**src/rtl/activity_stretch_ctrl_if.sv**
```systemverilog
// Activity/LED bus between the MIDI port event sources, the stretch controller and the LED shifter.
interface activity_stretch_ctrl_if;
    logic [15:0] evt_in;
    logic [15:0] evt_out;
    logic [15:0] led_in;
    logic [15:0] led_out;

    modport master (output evt_in, output evt_out, input led_in, input led_out);
    modport slave  (input evt_in, input evt_out, output led_in, output led_out);
endinterface

```
**src/rtl/activity_stretch_ctrl.sv**
```systemverilog
// Stretches one-cycle MIDI activity pulses into visible LED on/off periods, 32 channels time-shared.
// Optional lamp test after reset is enabled by defining ACT_LAMPTEST_EN.
module activity_stretch_ctrl #(
    parameter int unsigned PRESCALE = 32'd12000,
    parameter int unsigned HOLD_MS  = 32'd40,
    parameter int unsigned GAP_MS   = 32'd20
) (
    input  logic                   clk,
    input  logic                   rst_n,
    activity_stretch_ctrl_if.slave bus
);

    localparam int unsigned NCH        = 32'd32;
    localparam logic [15:0] PRESC_LAST = 16'(PRESCALE - 32'd1);
    localparam logic [7:0]  HOLD_LOAD  = 8'(HOLD_MS - 32'd1);
    localparam logic [7:0]  GAP_LOAD   = 8'(GAP_MS - 32'd1);

    typedef enum logic [1:0] {CH_IDLE = 2'd0, CH_ON = 2'd1, CH_GAP = 2'd2} ch_state_e;
    typedef enum logic {SC_WAIT = 1'b0, SC_SCAN = 1'b1} scan_state_e;

    logic [15:0] presc_r;
    logic [15:0] presc_nxt_s;
    logic        tick_s;

    scan_state_e scan_r;
    scan_state_e scan_nxt_s;
    logic [4:0]  scan_idx_r;
    logic [4:0]  idx_nxt_s;
    logic        tick_pend_r;
    logic        tpend_nxt_s;

    logic [31:0] evt_vec_s;
    logic [31:0] pend_r;
    logic [31:0] pend_nxt_s;
    logic [31:0] clr_mask_s;

    ch_state_e   ch_state_r [NCH];
    logic [7:0]  ch_cnt_r   [NCH];

    logic        svc_en_s;
    ch_state_e   svc_state_s;
    logic [7:0]  svc_cnt_s;
    logic        svc_pend_s;
    ch_state_e   svc_state_nxt_s;
    logic [7:0]  svc_cnt_nxt_s;
    logic        svc_clr_s;

    logic [31:0] on_vec_r;
    logic [31:0] on_vec_nxt_s;

    assign evt_vec_s = {bus.evt_out, bus.evt_in};

    // Millisecond prescaler; tick marks the last count before wrapping.
    always_comb begin
        tick_s = (presc_r == PRESC_LAST);
        if (tick_s) begin
            presc_nxt_s = 16'd0;
        end else begin
            presc_nxt_s = presc_r + 16'd1;
        end
    end

    // Scan sequencer next state; a tick seen mid-scan chains straight into another scan.
    always_comb begin
        scan_nxt_s  = scan_r;
        idx_nxt_s   = scan_idx_r;
        tpend_nxt_s = tick_pend_r;
        case (scan_r)
            SC_WAIT: begin
                tpend_nxt_s = 1'b0;
                idx_nxt_s   = 5'd0;
                if (tick_s) begin
                    scan_nxt_s = SC_SCAN;
                end else begin
                    scan_nxt_s = SC_WAIT;
                end
            end
            SC_SCAN: begin
                if (scan_idx_r == 5'd31) begin
                    idx_nxt_s   = 5'd0;
                    tpend_nxt_s = 1'b0;
                    if (tick_pend_r || tick_s) begin
                        scan_nxt_s = SC_SCAN;
                    end else begin
                        scan_nxt_s = SC_WAIT;
                    end
                end else begin
                    idx_nxt_s   = scan_idx_r + 5'd1;
                    tpend_nxt_s = tick_pend_r | tick_s;
                end
            end
            default: begin
                scan_nxt_s  = SC_WAIT;
                idx_nxt_s   = 5'd0;
                tpend_nxt_s = 1'b0;
            end
        endcase
    end

    // Per-channel service for the channel under the scan index.
    always_comb begin
        svc_en_s        = (scan_r == SC_SCAN);
        svc_state_s     = ch_state_r[scan_idx_r];
        svc_cnt_s       = ch_cnt_r[scan_idx_r];
        svc_pend_s      = pend_r[scan_idx_r];
        svc_state_nxt_s = svc_state_s;
        svc_cnt_nxt_s   = svc_cnt_s;
        svc_clr_s       = 1'b0;
        case (svc_state_s)
            CH_IDLE: begin
                if (svc_pend_s) begin
                    svc_state_nxt_s = CH_ON;
                    svc_cnt_nxt_s   = HOLD_LOAD;
                    svc_clr_s       = 1'b1;
                end else begin
                    svc_state_nxt_s = CH_IDLE;
                end
            end
            CH_ON: begin
                if (svc_cnt_s == 8'd0) begin
                    svc_state_nxt_s = CH_GAP;
                    svc_cnt_nxt_s   = GAP_LOAD;
                end else begin
                    svc_cnt_nxt_s   = svc_cnt_s - 8'd1;
                end
            end
            CH_GAP: begin
                if (svc_cnt_s != 8'd0) begin
                    svc_cnt_nxt_s   = svc_cnt_s - 8'd1;
                end else if (svc_pend_s) begin
                    svc_state_nxt_s = CH_ON;
                    svc_cnt_nxt_s   = HOLD_LOAD;
                    svc_clr_s       = 1'b1;
                end else begin
                    svc_state_nxt_s = CH_IDLE;
                end
            end
            default: begin
                svc_state_nxt_s = CH_IDLE;
                svc_cnt_nxt_s   = 8'd0;
            end
        endcase
    end

    // Sticky pending flags; a new pulse outranks the service clear in the same cycle.
    always_comb begin
        if (svc_en_s && svc_clr_s) begin
            clr_mask_s = 32'd1 << scan_idx_r;
        end else begin
            clr_mask_s = 32'd0;
        end
        pend_nxt_s   = (pend_r & ~clr_mask_s) | evt_vec_s;
        on_vec_nxt_s = on_vec_r;
        if (svc_en_s) begin
            on_vec_nxt_s[scan_idx_r] = (svc_state_nxt_s == CH_ON);
        end else begin
            on_vec_nxt_s = on_vec_r;
        end
    end

    // Prescaler, scan sequencer, pending flags and LED-on shadow.
    always_ff @(posedge clk or negedge rst_n) begin
        if (!rst_n) begin
            presc_r     <= 16'd0;
            scan_r      <= SC_WAIT;
            scan_idx_r  <= 5'd0;
            tick_pend_r <= 1'b0;
            pend_r      <= 32'd0;
            on_vec_r    <= 32'd0;
        end else begin
            presc_r     <= presc_nxt_s;
            scan_r      <= scan_nxt_s;
            scan_idx_r  <= idx_nxt_s;
            tick_pend_r <= tpend_nxt_s;
            pend_r      <= pend_nxt_s;
            on_vec_r    <= on_vec_nxt_s;
        end
    end

    // Channel state/counter storage; only the serviced entry is written.
    always_ff @(posedge clk or negedge rst_n) begin
        if (!rst_n) begin
            for (int i = 32'sd0; i < NCH; i++) begin
                ch_state_r[i] <= CH_IDLE;
                ch_cnt_r[i]   <= 8'd0;
            end
        end else if (svc_en_s) begin
            ch_state_r[scan_idx_r] <= svc_state_nxt_s;
            ch_cnt_r[scan_idx_r]   <= svc_cnt_nxt_s;
        end
    end

`ifdef ACT_LAMPTEST_EN
    logic [7:0]  lamp_cnt_r;
    logic [7:0]  lamp_cnt_nxt_s;
    logic        lamp_act_r;
    logic        lamp_act_nxt_s;
    logic [31:0] led_r;
    logic [31:0] led_nxt_s;

    // Lamp test lasts 255 ticks from reset release, then the live channel view takes over.
    always_comb begin
        lamp_cnt_nxt_s = lamp_cnt_r;
        lamp_act_nxt_s = lamp_act_r;
        if (lamp_act_r && tick_s) begin
            lamp_cnt_nxt_s = lamp_cnt_r + 8'd1;
            if (lamp_cnt_r == 8'd254) begin
                lamp_act_nxt_s = 1'b0;
            end else begin
                lamp_act_nxt_s = 1'b1;
            end
        end else begin
            lamp_act_nxt_s = lamp_act_r;
        end
        if (lamp_act_nxt_s) begin
            led_nxt_s = 32'hFFFF_FFFF;
        end else begin
            led_nxt_s = on_vec_nxt_s;
        end
    end

    // Lamp-test sequencing and the output LED register.
    always_ff @(posedge clk or negedge rst_n) begin
        if (!rst_n) begin
            lamp_cnt_r <= 8'd0;
            lamp_act_r <= 1'b1;
            led_r      <= 32'd0;
        end else begin
            lamp_cnt_r <= lamp_cnt_nxt_s;
            lamp_act_r <= lamp_act_nxt_s;
            led_r      <= led_nxt_s;
        end
    end

    assign bus.led_in  = led_r[15:0];
    assign bus.led_out = led_r[31:16];
`else
    assign bus.led_in  = on_vec_r[15:0];
    assign bus.led_out = on_vec_r[31:16];
`endif

endmodule

```
**src/flat_wrapper.sv**
```systemverilog
// flat-port wrapper written by rule: the top's interface ports become plain ports
module activity_stretch_ctrl_flat 
#(
    parameter int unsigned PRESCALE = 32'd12000,
    parameter int unsigned HOLD_MS  = 32'd40,
    parameter int unsigned GAP_MS   = 32'd20
)
  (clk, rst_n, bus_evt_in, bus_evt_out, bus_led_in, bus_led_out);
  activity_stretch_ctrl_if bus_i ();
  input  logic clk;
  input  logic rst_n;
  input wire logic [$bits(bus_i.evt_in)-1:0] bus_evt_in;
  input wire logic [$bits(bus_i.evt_out)-1:0] bus_evt_out;
  output wire logic [$bits(bus_i.led_in)-1:0] bus_led_in;
  output wire logic [$bits(bus_i.led_out)-1:0] bus_led_out;
  assign bus_i.evt_in = bus_evt_in;
  assign bus_i.evt_out = bus_evt_out;
  assign bus_led_in = bus_i.led_in;
  assign bus_led_out = bus_i.led_out;
  activity_stretch_ctrl #(.PRESCALE(PRESCALE), .HOLD_MS(HOLD_MS), .GAP_MS(GAP_MS)) u_core (.clk(clk), .rst_n(rst_n), .bus(bus_i));
endmodule
```
**config.mk**
```make
export PLATFORM = sky130hd
export DESIGN_NAME = activity_stretch_ctrl_flat
export DESIGN_NICKNAME = d
export VERILOG_FILES = /design/src/rtl/activity_stretch_ctrl_if.sv /design/src/rtl/activity_stretch_ctrl.sv /design/src/flat_wrapper.sv
export SDC_FILE = /design/constraint.sdc
export NUM_CORES = 1
export LEC_CHECK = 0
export CAP_MARGIN = 10
export CORE_MARGIN = 4
export CORE_UTILIZATION = 42
export DETAILED_ROUTE_END_ITERATION = 6
export SLEW_MARGIN = 25
export SYNTH_ARGS = -nofsm -noshare
export SYNTH_HDL_FRONTEND = slang
export SYNTH_SLANG_ARGS = --single-unit
```
**constraint.sdc**
```tcl
create_clock -name clk -period 8.77 [get_ports clk]
set_input_delay 1.754 -clock clk [delete_from_list [all_inputs] [get_ports clk]]
set_output_delay 1.754 -clock clk [all_outputs]
set_load 0.03 [all_outputs]
```
Word-level counts from Yosys, hierarchy flattened

Index checks and enable logic that the tools add are counted.

Input bits: 34
Logic and storage cells: 134
Bits in registers: 407
Memories kept: 0
RAM bits: 0
Latch bits: 0
ROM bits: 0

Reduce and logical (&&, ||, !) cells: 7
Order comparisons: 4
Divide/modulo/power cells: 0
Add/sub/neg operators: 3
Bitwise gates (word level): 6
$mul: 0
Equal/unequal tests: 5
Mux-type cells: 38
Shifts and indexed selects: 1

Operators by type and width:

| operator                                              | number |
|---|---|
| bitwise mux 256 bit                                   | 1 |
| bitwise mux 64 bit                                    | 1 |
| 2-to-1 mux 8 bit                                      | 6 |
| binary-select mux 8 bit (select 5 bit)                | 1 |
| demux 8 bit (select 5 bit)                            | 1 |
| AND 32 bit                                            | 1 |
| bitwise mux 32 bit                                    | 1 |
| 2-to-1 mux 32 bit                                     | 1 |
| inverter 32 bit                                       | 1 |
| bitwise OR 32 bit                                     | 1 |
| left shift 1 x 5 -> 32 bit, first input constant      | 1 |
| one-hot mux 8 bit (3 select lines)                    | 1 |
| adder 16 x 1 -> 16 bit, second input constant         | 1 |
| equality test 16 x 14 -> 1 bit, second input constant | 1 |
| 2-to-1 mux 16 bit                                     | 1 |
| binary-select mux 2 bit (select 5 bit)                | 1 |
| demux 2 bit (select 5 bit)                            | 1 |
| 2-to-1 mux 2 bit                                      | 5 |
| one-hot mux 5 bit (2 select lines)                    | 1 |
| 2-to-1 mux 1 bit                                      | 9 |
| logical NOT 8 bit                                     | 1 |
| nonzero test 8 bit                                    | 1 |
| subtractor 8 x 1 -> 8 bit, second input constant      | 1 |
| >= comparator 6 bit, second input constant            | 1 |
| 18 further kinds                                      | 23 |

Logic depth before layout (Yosys ltp)

Gate-level depths: netlist of run 1.

Word-level depth: 12
Mapped depth: 20

Worst setup path after synthesis of run 1

Ideal clock, no wire load.

Path kind: reg-to-reg
From: register u_core.scan_idx_r[1]
To: register u_core.ch_cnt_r[36] in the netlist's numbering
Stages on the path, launching flop included: 21
Setup time: 0.130 ns
Arrival time: 3.803 ns
Setup slack: 4.837 ns
Cell sequence: dfrtp_1 -> buf_6 -> buf_6 -> buf_6 -> buf_6 -> buf_2 -> mux2i_1 -> o22ai_1 -> nor4_1 -> nand2_1 -> inv_1 -> ha_1 -> inv_1 -> or3_1 -> buf_2 -> nor4_4 -> buf_4 -> o21bai_1 -> a221oi_4 -> buf_4 -> o21ai_1

Cells in the longest elaborated chain, start to end: 8

RTL lines:

| element                                                 | line                                                                                     | text |
|---|---|---|
| from (decl)                                             | activity_stretch_ctrl.sv:27                                                              | `logic [4:0] scan_idx_r;` |
| from (signal assigned)                                  | activity_stretch_ctrl.sv:173                                                             | `scan_idx_r <= idx_nxt_s;` |
| inverter 5 -> 6 bit (not written as such)               | activity_stretch_ctrl.sv:103, activity_stretch_ctrl.sv:104, activity_stretch_ctrl.sv:189 |  |
| binary-select mux 8 bit (select 5 bit)                  | activity_stretch_ctrl.sv:104                                                             | `svc_cnt_s = ch_cnt_r[scan_idx_r];` |
| 2-to-1 mux 8 bit (not written as such) (2 in series)    | activity_stretch_ctrl.sv:104                                                             |  |
| subtractor 8 x 1 -> 8 bit, or another cell as far along | activity_stretch_ctrl.sv:124, activity_stretch_ctrl.sv:129                               |  |
| 2-to-1 mux 8 bit (on tied branches)                     | activity_stretch_ctrl.sv:128, activity_stretch_ctrl.sv:120                               |  |
| one-hot mux 8 bit (3 select lines)                      | activity_stretch_ctrl.sv:109                                                             | `case (svc_state_s)` |
| bitwise mux 256 bit *                                   | activity_stretch_ctrl.sv:189                                                             | `ch_cnt_r[scan_idx_r] <= svc_cnt_nxt_s;` |
| to (signal, indexed assignment)                         | activity_stretch_ctrl.sv:189                                                             |  |
| to (decl)                                               | activity_stretch_ctrl.sv:38                                                              | `logic [7:0] ch_cnt_r [NCH];` |

Every way passes the cells marked *; elsewhere a longest branch is shown, timed or not. The select of a mux whose other input is x is not followed.
A chain may end at the register's enable or synchronous reset.

Worst setup path after layout of run 1

From: register u_core.scan_idx_r[1]
To: register u_core.ch_cnt_r[164] in the netlist's numbering

Same word-level chain as after synthesis.

==> PnR_summary.wiki, run 1 <==
{| class="wikitable"
! Metric !! Value
|-
| Biggest area contributors in the synthesized netlist || sky130_fd_sc_hd__dfrtp_1 (55%), sky130_fd_sc_hd__mux2i_1 (9.5%), sky130_fd_sc_hd__nand2_1 (8.2%)
|-
| WL/cell || 22.3 um
|-
| Total Wirelength || 55500 um
|-
| Initial DRC count || 1532
|-
| Final Setup Violations || 0
|-
| Highest Clock Rate || 0.175 GHz
|-
| Leakage power summed over all cells || 8.36 nW
|-
| Total power consumption of the routed design || 3.81 mW
|-
| Outcome || finished, final reports clean
|-
| Depth of the CTS H-tree || 2
|-
| Source of the worst register-to-register timing path || u_core.scan_idx_r[1]
|-
| IR drop worst, VDD || 0.125 mV
|-
| Global-route wire length before repair || 85300 um
|-
| Unrepaired setup endpoints after global routing || no
|-
| Area overhead of the layout relative to synthesis || 13.0%
|-
| I/O Pins || 66
|-
| Clock buffer count from CTS || 45
|-
| Sequential fraction of the synthesis area || 55.1%
|-
| # nets final || 1919
|-
| Cell Pwr Density || 182 nW/um^2
|-
| GRT Total Usage || 23.5%
|-
| Clock skew || 0.0127 ns
|-
| Count of flip-flops with a built-in enable after synthesis || 0
|-
| Number of nets with antenna violations after routing || 0
|-
| Yosys top cell area share || 55.1%
|-
| Startpoint of the most critical setup path || u_core.scan_idx_r[1]
|-
| Commonest register cell after synthesis || sky130_fd_sc_hd__dfrtp_1
|-
| Number of cell instances on the worst register-to-register path || 14
|-
| Critical Path Sink Type || flip-flop
|-
| Worst-margin pin slew || 1.06 ns
|-
| Capture instance of the worst register-to-register path || u_core.ch_cnt_r[164]
|-
| Category of the most critical setup path || reg2reg
|-
| Initial antenna violation count || 0
|-
| Number of global-route vias before repair || 13700
|-
| Most frequent cells after synthesis || sky130_fd_sc_hd__dfrtp_1 (407), sky130_fd_sc_hd__nand2_1 (402), sky130_fd_sc_hd__o21ai_0 (215)
|-
| Startpoint Class || flip-flop
|-
| Total number of vias || 14000
|-
| Top fanout value on the critical path || 77
|-
| Starting utilization of the core area || 42.7%
|-
| Half-perimeter wire length after detailed placement || 36300 um
|-
| Sinks on Clock Net || 407
|-
| Proportion of layout cells with a drive suffix above 1 || 6.78%
|-
| Arr. time, crit path || 6.15 ns
|-
| Required arrival time at the worst endpoint || 9.19 ns
|-
| R2R Setup Slk || 3.05 ns
|-
| Average cell area after synthesis || 9.79 um^2
|-
| Post-synthesis register bit count || 407
|-
| Routability congestion estimate from global placement || 1.01
|-
| Maximum number of pins on one net before global-route repair || 157
|-
| 1st-pass router iterations || 7
|-
| Endpoints failing hold || 0
|-
| Average vias per placed instance || 5.62
|-
| Horizontal extent of the die || 218 um
|-
| Num rows || 76
|-
| Most common cell in the netlist || sky130_fd_sc_hd__dfrtp_1
|-
| Count of buffers from port buffering || 65
|-
| Worst min-delay path startpoint || u_core.presc_r[0]
|-
| ANT cells || 0
|-
| Clock transition at the registers of the reported paths || 0.06 ns
|-
| Clock tree from TritonCTS || built
|-
| Worst relative slew slack || 29.4%
|-
| DIE HEIGHT || 218 um
|-
| Largest area contributor in the synthesized netlist || sky130_fd_sc_hd__dfrtp_1
|-
| Cell chosen for the clock root || sky130_fd_sc_hd__clkbuf_16
|-
| Number of unique standard cell types used by synthesis || 53
|-
| Fraction of synthesis flops using an asynchronous set or reset pin || 100%
|-
| Setup bufs post-CTS || 0
|-
| Post-synthesis instance total || 1889
|-
| Sum of negative setup slack || 0 ns
|-
| Critical path endpoint || u_core.ch_cnt_r[164]
|-
| Floorplan Core Area || 43300 um^2
|-
| Synth Cell Area || 18500 um^2
|-
| Total congestion overflow || 0
|-
| Total Die Area || 47400 um^2
|-
| Hold buffers post-CTS || 0
|-
| Number of warnings reported in the yosys synthesis log || 0
|-
| Clock latency reported for the late side of the worst-skew pair || 0.58 ns
|-
| Number of nets produced by synthesis || 1933
|-
| Class of the tightest hold or removal check || reg2reg
|-
| Fin crit share || 65.2%
|-
| Max-cap violations || 0
|-
| Max clock buf depth || 3
|-
| DRC errors left || 0
|-
| Final Critical Period || 5.72 ns
|-
| Max-slew violations || 0
|-
| CTS-repair resized insts || 0
|}
-- area by class of cell --
type,instances,area (um^2)
clock inverter,12,143
timing repair buffer,96,925
inverter,7,26.3
sequential,407,10200
fill,4047,22400
tap,585,732
multi-input combinational,1318,7580
clock buffer,64,1300
-- critical path, cell delays in order, from the launching register on --
cell and delay [ns]:
sky130_fd_sc_hd__dfrtp_4 0.99, sky130_fd_sc_hd__buf_12 0.54, sky130_fd_sc_hd__mux2i_1 0.27, sky130_fd_sc_hd__o22ai_1 0.10
sky130_fd_sc_hd__nor4_1 0.47, sky130_fd_sc_hd__nand2_1 0.18, sky130_fd_sc_hd__inv_1 0.12, sky130_fd_sc_hd__ha_1 0.18
sky130_fd_sc_hd__inv_1 0.04, sky130_fd_sc_hd__or3_1 0.49, sky130_fd_sc_hd__nor4_4 0.74, sky130_fd_sc_hd__o21bai_1 0.23
sky130_fd_sc_hd__a221oi_4 0.63, sky130_fd_sc_hd__buf_4 0.40, sky130_fd_sc_hd__o21ai_0 0.13
-- kinds of logic (layout without fill, tap and decap cells) --
group / Yosys count / in the layout / share of synthesized area (%)
buf+inv: 164 / 179 / 4.16
simple gates: 615 / 615 / 14.4
flops: 407 / 407 / 55.1
compound gates: 500 / 500 / 15.3
mux: 176 / 176 / 9.53
fa+ha+maj: 10 / 10 / 0.677
xor+xnor: 17 / 17 / 0.846
-- stage by stage --
stage                     instances  util (%)  hold WS [ns]  cell area (um^2)  setup WS (ns)
after floorplan                1889         -         0.433             18500           4.84
after global placement         2412      44.9         0.444             19400           3.04
after detailed placement       2413      44.9         0.459             19400           3.06
after CTS                      2489      48.3         0.467             20900           3.03
after global routing           2489      48.3         0.477             20900           2.67
final                          2489      48.3         0.462             20900           3.05
-- metal layers --
metal | GRT usage [%] | vias up | routed length (um) | share of wire, %
met3 | 4.74 | 88 | 3610 | 6.5
met1 | 33.5 | 6902 | 25100 | 45
met4 | 8.15 | 0 | 1780 | 3.2
met2 | 35.9 | 467 | 25000 | 45
met5 | 0 | - | 0 | 0
li1 | - | 6521 | - | -
-- worst min path at each step --
stage,end,slack (ns),cells past startpoint
3_3_place_gp,u_core.presc_r[0],0.44,1
3_5_place_dp,u_core.presc_r[0],0.46,1
5_1_grt,u_core.presc_r[0],0.48,1
6_report,u_core.presc_r[0],0.46,1
4_1_cts,u_core.presc_r[0],0.47,1
2_1_floorplan,u_core.presc_r[0],0.43,1
-- report_power, final --
group	switching [mW]	internal, mW
Clock	0.763	1.11
Combinational	0.0394	0.0148
Sequential	0.000000000000000191	1.88
Total	0.802	3.01
-- flip-flops by register name (all words and copies together), names as in the netlist --
| register | count |
|---|---|
| u_core.on_vec_r | 32 |
| u_core.tick_pend_r | 1 |
| u_core.ch_state_r | 64 |
| u_core.scan_idx_r | 5 |
| u_core.presc_r | 16 |
| u_core.pend_r | 32 |
| u_core.ch_cnt_r | 256 |
| u_core.scan_r | 1 |
-- layout by cell type (no fill, tap or decap), types with 3 or more instances in the layout --
cell type	instances
sky130_fd_sc_hd__nand2_1	401
sky130_fd_sc_hd__clkbuf_16	47
sky130_fd_sc_hd__or3_1	5
sky130_fd_sc_hd__nand2b_1	3
sky130_fd_sc_hd__ha_1	10
sky130_fd_sc_hd__a21oi_1	38
sky130_fd_sc_hd__nor2_1	96
sky130_fd_sc_hd__clkbuf_8	6
sky130_fd_sc_hd__mux2i_1	176
sky130_fd_sc_hd__nand3_1	18
sky130_fd_sc_hd__nor2b_1	3
sky130_fd_sc_hd__inv_1	7
sky130_fd_sc_hd__clkdlybuf4s50_1	64
sky130_fd_sc_hd__or4_1	4
sky130_fd_sc_hd__o22ai_1	88
sky130_fd_sc_hd__bufinv_16	3
sky130_fd_sc_hd__nand3b_1	5
sky130_fd_sc_hd__and2_1	9
sky130_fd_sc_hd__nand4_1	9
sky130_fd_sc_hd__o21ai_0	215
sky130_fd_sc_hd__dfrtp_1	406
sky130_fd_sc_hd__a21o_1	33
sky130_fd_sc_hd__nand4bb_1	6
sky130_fd_sc_hd__buf_4	27
sky130_fd_sc_hd__clkinv_2	7
sky130_fd_sc_hd__or4b_2	4
sky130_fd_sc_hd__nor3_1	12
sky130_fd_sc_hd__nor4_1	21
sky130_fd_sc_hd__nand4b_1	4
sky130_fd_sc_hd__xor2_1	9
sky130_fd_sc_hd__xnor2_1	7
sky130_fd_sc_hd__o21ai_2	10
sky130_fd_sc_hd__and3_1	5
sky130_fd_sc_hd__clkbuf_1	11
sky130_fd_sc_hd__o21ai_1	97
Power figures use the tool's default switching activity.
==> run 2, diff against run 1 <==
Clock period 8.77 ns to 5.75 ns, I/O delays scaled along.
==> run 2 against run 1 <==
  * Non-clock buffer count grew 25
  * Largest cell class unchanged
  * Global-route usage is 0.12 points lower
  * Utilization grew 0.86 points
  * Sequential cell count stayed put
  * Clock skew rose by 0.0080 ns
  * Hold slack improved by 0.012 ns
  * Routed wire length is 0.90% lower
  * Clock power is 64% higher
  * Largest power group is now the clock network
  * Count of clock-buffer cells in the layout up 10
  * Setup slack lost 2.3 ns
  * Final cell count rose by 1.3%
==> PnR_summary.wiki, run 2 (synthesized netlist as in run 1, its figures left out) <==
{| class="wikitable"
! Metric !! Value
|-
| Outcome || finished, final reports clean
|-
| Total congestion overflow || 0 (unchanged)
|-
| Total instance count after detailed placement || 2438 (+1.0%)
|-
| Top fanout value on the critical path || 32 (-58%)
|-
| Unrepaired setup endpoints after global routing || no
|-
| Registers with the most flip-flops || u_core.ch_cnt_r (256), u_core.ch_state_r (64)
|-
| Initial antenna violation count || 0 (unchanged)
|-
| Clock tree from TritonCTS || built
|-
| Critical Path Sink Type || flip-flop
|-
| Initial DRC count || 1313 (-14%)
|-
| Number of filler instances in the final layout || 4028 (-0.47%)
|-
| Worst-margin pin slew || 1.09 ns (+0.0371 ns)
|-
| Half-perimeter wire length after detailed placement || 37400 um (+3.2%)
|-
| Cell type with the highest occurrence count on the critical path || sky130_fd_sc_hd__buf_4
|-
| DRC errors left || 0 (unchanged)
|-
| Cell chosen for the clock root || sky130_fd_sc_hd__clkbuf_16
|-
| Proportion of layout cells with a drive suffix above 1 || 8.36% (+1.6 points)
|-
| Highest Clock Rate || 0.200 GHz (+14%)
|-
| Total Wirelength || 55000 um (-0.90%)
|-
| Final worst-path setup slack || 0.745 ns (-2.30 ns)
|-
| Required arrival time at the worst endpoint || 6.17 ns (-3.02 ns)
|-
| Flip-flop count of the largest register after layout || 256 (unchanged)
|-
| Setup bufs post-CTS || 0 (unchanged)
|-
| Largest register by flop count || u_core.ch_cnt_r
|-
| ANT cells || 0 (unchanged)
|-
| Max clock buf depth || 3 (unchanged)
|-
| Clock transition at the registers of the reported paths || 0.07 ns (about the same)
|-
| Count of buffers from port buffering || 65 (unchanged)
|-
| Multi-input logic area || 7580 um^2 (unchanged)
|-
| Leading cell type in the layout, fill and taps excluded || sky130_fd_sc_hd__dfrtp_1
|-
| Max-cap violations || 0 (unchanged)
|-
| Most frequent cells in the layout || sky130_fd_sc_hd__dfrtp_1 (406), sky130_fd_sc_hd__nand2_1 (401), sky130_fd_sc_hd__o21ai_0 (215)
|-
| Cell area after layout || 21300 um^2 (+1.8%)
|-
| GRT Total Usage || 23.3% (-0.12 points)
|-
| Sinks on Clock Net || 407 (unchanged)
|-
| Max-slew violations || 0 (unchanged)
|-
| Number of nets with antenna violations after routing || 0 (unchanged)
|-
| Num rows || 76 (unchanged)
|-
| Worst relative slew slack || 26.9% (-2.5 points)
|-
| Depth of the CTS H-tree || 2 (unchanged)
|-
| Number of cells in the finished layout apart from fillers || 2522 (+1.3%)
|-
| Leakage power summed over all cells || 8.56 nW (+2.4%)
|-
| 1st-pass router iterations || 5 (-2)
|-
| Startpoint Class || flip-flop
|-
| WL/cell || 21.8 um (-2.2%)
|-
| Final Setup Violations || 0 (unchanged)
|-
| Setup WS pre-CTS || 0.911 ns (-2.15 ns)
|-
| Clock buffer count from CTS || 45 (unchanged)
|-
| Total Die Area || 47400 um^2 (unchanged)
|-
| Cell with the largest stage delay on the worst path || sky130_fd_sc_hd__dfrtp_4
|-
| Fin crit share || 87.0% (+22 points)
|-
| Total number of vias || 14000 (+0.31%)
|-
| Area overhead of the layout relative to synthesis || 15.0%
|-
| Average vias per placed instance || 5.56 (-1.0%)
|-
| Global-route wire length before repair || 84900 um (-0.41%)
|-
| Number of global-route vias before repair || 13700 (-0.29%)
|-
| Ordered cell list for the critical path || buf_4 > buf_4 > mux2i_1 > o22ai_1 > nor4_1 > buf_4 > nand4_1 > nor4_4 > buf_4 > nor3_1 > a211oi_4 > buf_4 > o21ai_0
|-
| Clock skew || 0.0206 ns (+0.00797 ns)
|-
| # nets final || 1944 (+1.3%)
|-
| Floorplan Core Area || 43300 um^2 (unchanged)
|-
| I/O Pins || 66 (unchanged)
|-
| Worst hold slack after final layout || 0.474 ns (+0.0115 ns)
|-
| CTS-repair resized insts || 0 (unchanged)
|-
| IR drop worst, VDD || 0.218 mV (+75%)
|-
| Category of the most critical setup path || reg2reg
|-
| Clock latency reported for the late side of the worst-skew pair || 0.58 ns (about the same)
|-
| Sequential cell area in the final layout || 10200 um^2 (unchanged)
|-
| Endpoints failing hold || 0 (unchanged)
|-
| Hold buffers post-CTS || 0 (unchanged)
|-
| Sum of negative setup slack || 0 ns (unchanged)
|-
| Post-detailed-placement cell area || 19700 um^2 (+1.1%)
|-
| CP peak stage delay || 0.74 ns (-0.25 ns)
|-
| Routability congestion estimate from global placement || 0.955 (-5.4%)
|-
| Starting utilization of the core area || 42.7% (unchanged)
|-
| Horizontal extent of the die || 218 um (unchanged)
|-
| Class of the tightest hold or removal check || reg2reg
|-
| Arr. time, crit path || 5.43 ns (-0.72 ns)
|-
| Cell Pwr Density || 284 nW/um^2 (+56%)
|-
| Maximum number of pins on one net before global-route repair || 135 (-14%)
|-
| Final Critical Period || 5.00 ns (-0.718 ns)
|-
| DIE HEIGHT || 218 um (unchanged)
|}
-- run 2: cell types whose count changed in the layout (fill, tap and decap cells not counted) --
cell	delta
sky130_fd_sc_hd__buf_12	+3
sky130_fd_sc_hd__buf_4	+24
sky130_fd_sc_hd__buf_6	-1
sky130_fd_sc_hd__buf_8	-1
sky130_fd_sc_hd__bufinv_16	+1
sky130_fd_sc_hd__clkbuf_8	+10
sky130_fd_sc_hd__clkinv_2	-5
sky130_fd_sc_hd__clkinv_4	+2
-- run 2: path summary, 6_finish.rpt --
check / start / end / slack, ns / depth (start not counted)
worst min-delay path: u_core.ch_cnt_r[144] / u_core.ch_cnt_r[144] / 0.47 / 2
worst max register to register: u_core.scan_idx_r[1] / u_core.ch_cnt_r[130] / 0.75 / 13
max in group asynchronous: rst_n / u_core.scan_idx_r[1] / 4.06 / 2
worst max-delay path: u_core.scan_idx_r[1] / u_core.ch_cnt_r[130] / 0.75 / 13
min in group asynchronous: rst_n / u_core.ch_cnt_r[19] / 0.54 / 1
worst min register to register: u_core.ch_cnt_r[144] / u_core.ch_cnt_r[144] / 0.47 / 2
-- run 2: power by group --
| group | total [mW] | switching (mW) | internal (mW) |
|---|---|---|---|
| sequential | 2.86 | 0.000000000000000286 | 2.86 |
| clock | 3.08 | 1.19 | 1.89 |
| combinational | 0.0852 | 0.0614 | 0.0238 |
| total | 6.03 | 1.26 | 4.77 |
-- run 2: through the flow --
step           utilization [%]  power (mW)
3_3_place_gp              45.4        3.00
3_5_place_dp              45.4        3.01
4_1_cts                   49.1        6.10
2_1_floorplan                -        2.92
5_1_grt                   49.1        6.22
6_report                  49.1        6.03
-- run 2: layer usage --
metal	vias up	routed length, um	track usage [%]
met2	452	24300	35.2
met1	6888	24700	33.0
li1	6578	-	-
met4	0	1990	8.28
met5	-	0	0
met3	104	4070	5.77
-- run 2: cell type report --
cell class                      count  area share (%)
Clock inverter                     10           0.777
Inverter                            7           0.124
Timing Repair Buffer              121            5.35
Clock buffer                       74            6.76
Tap cell                          585            3.44
Sequential cell                   407            47.9
Multi-Input combinational cell   1318            35.6
-- run 2: critical path: cells and delay by family (launching register included) --
family          cells  cell delay (ns)
compound gates      3             0.53
buf+inv             5             1.44
flops               1             0.74
mux                 1             0.54
simple gates        4             1.55
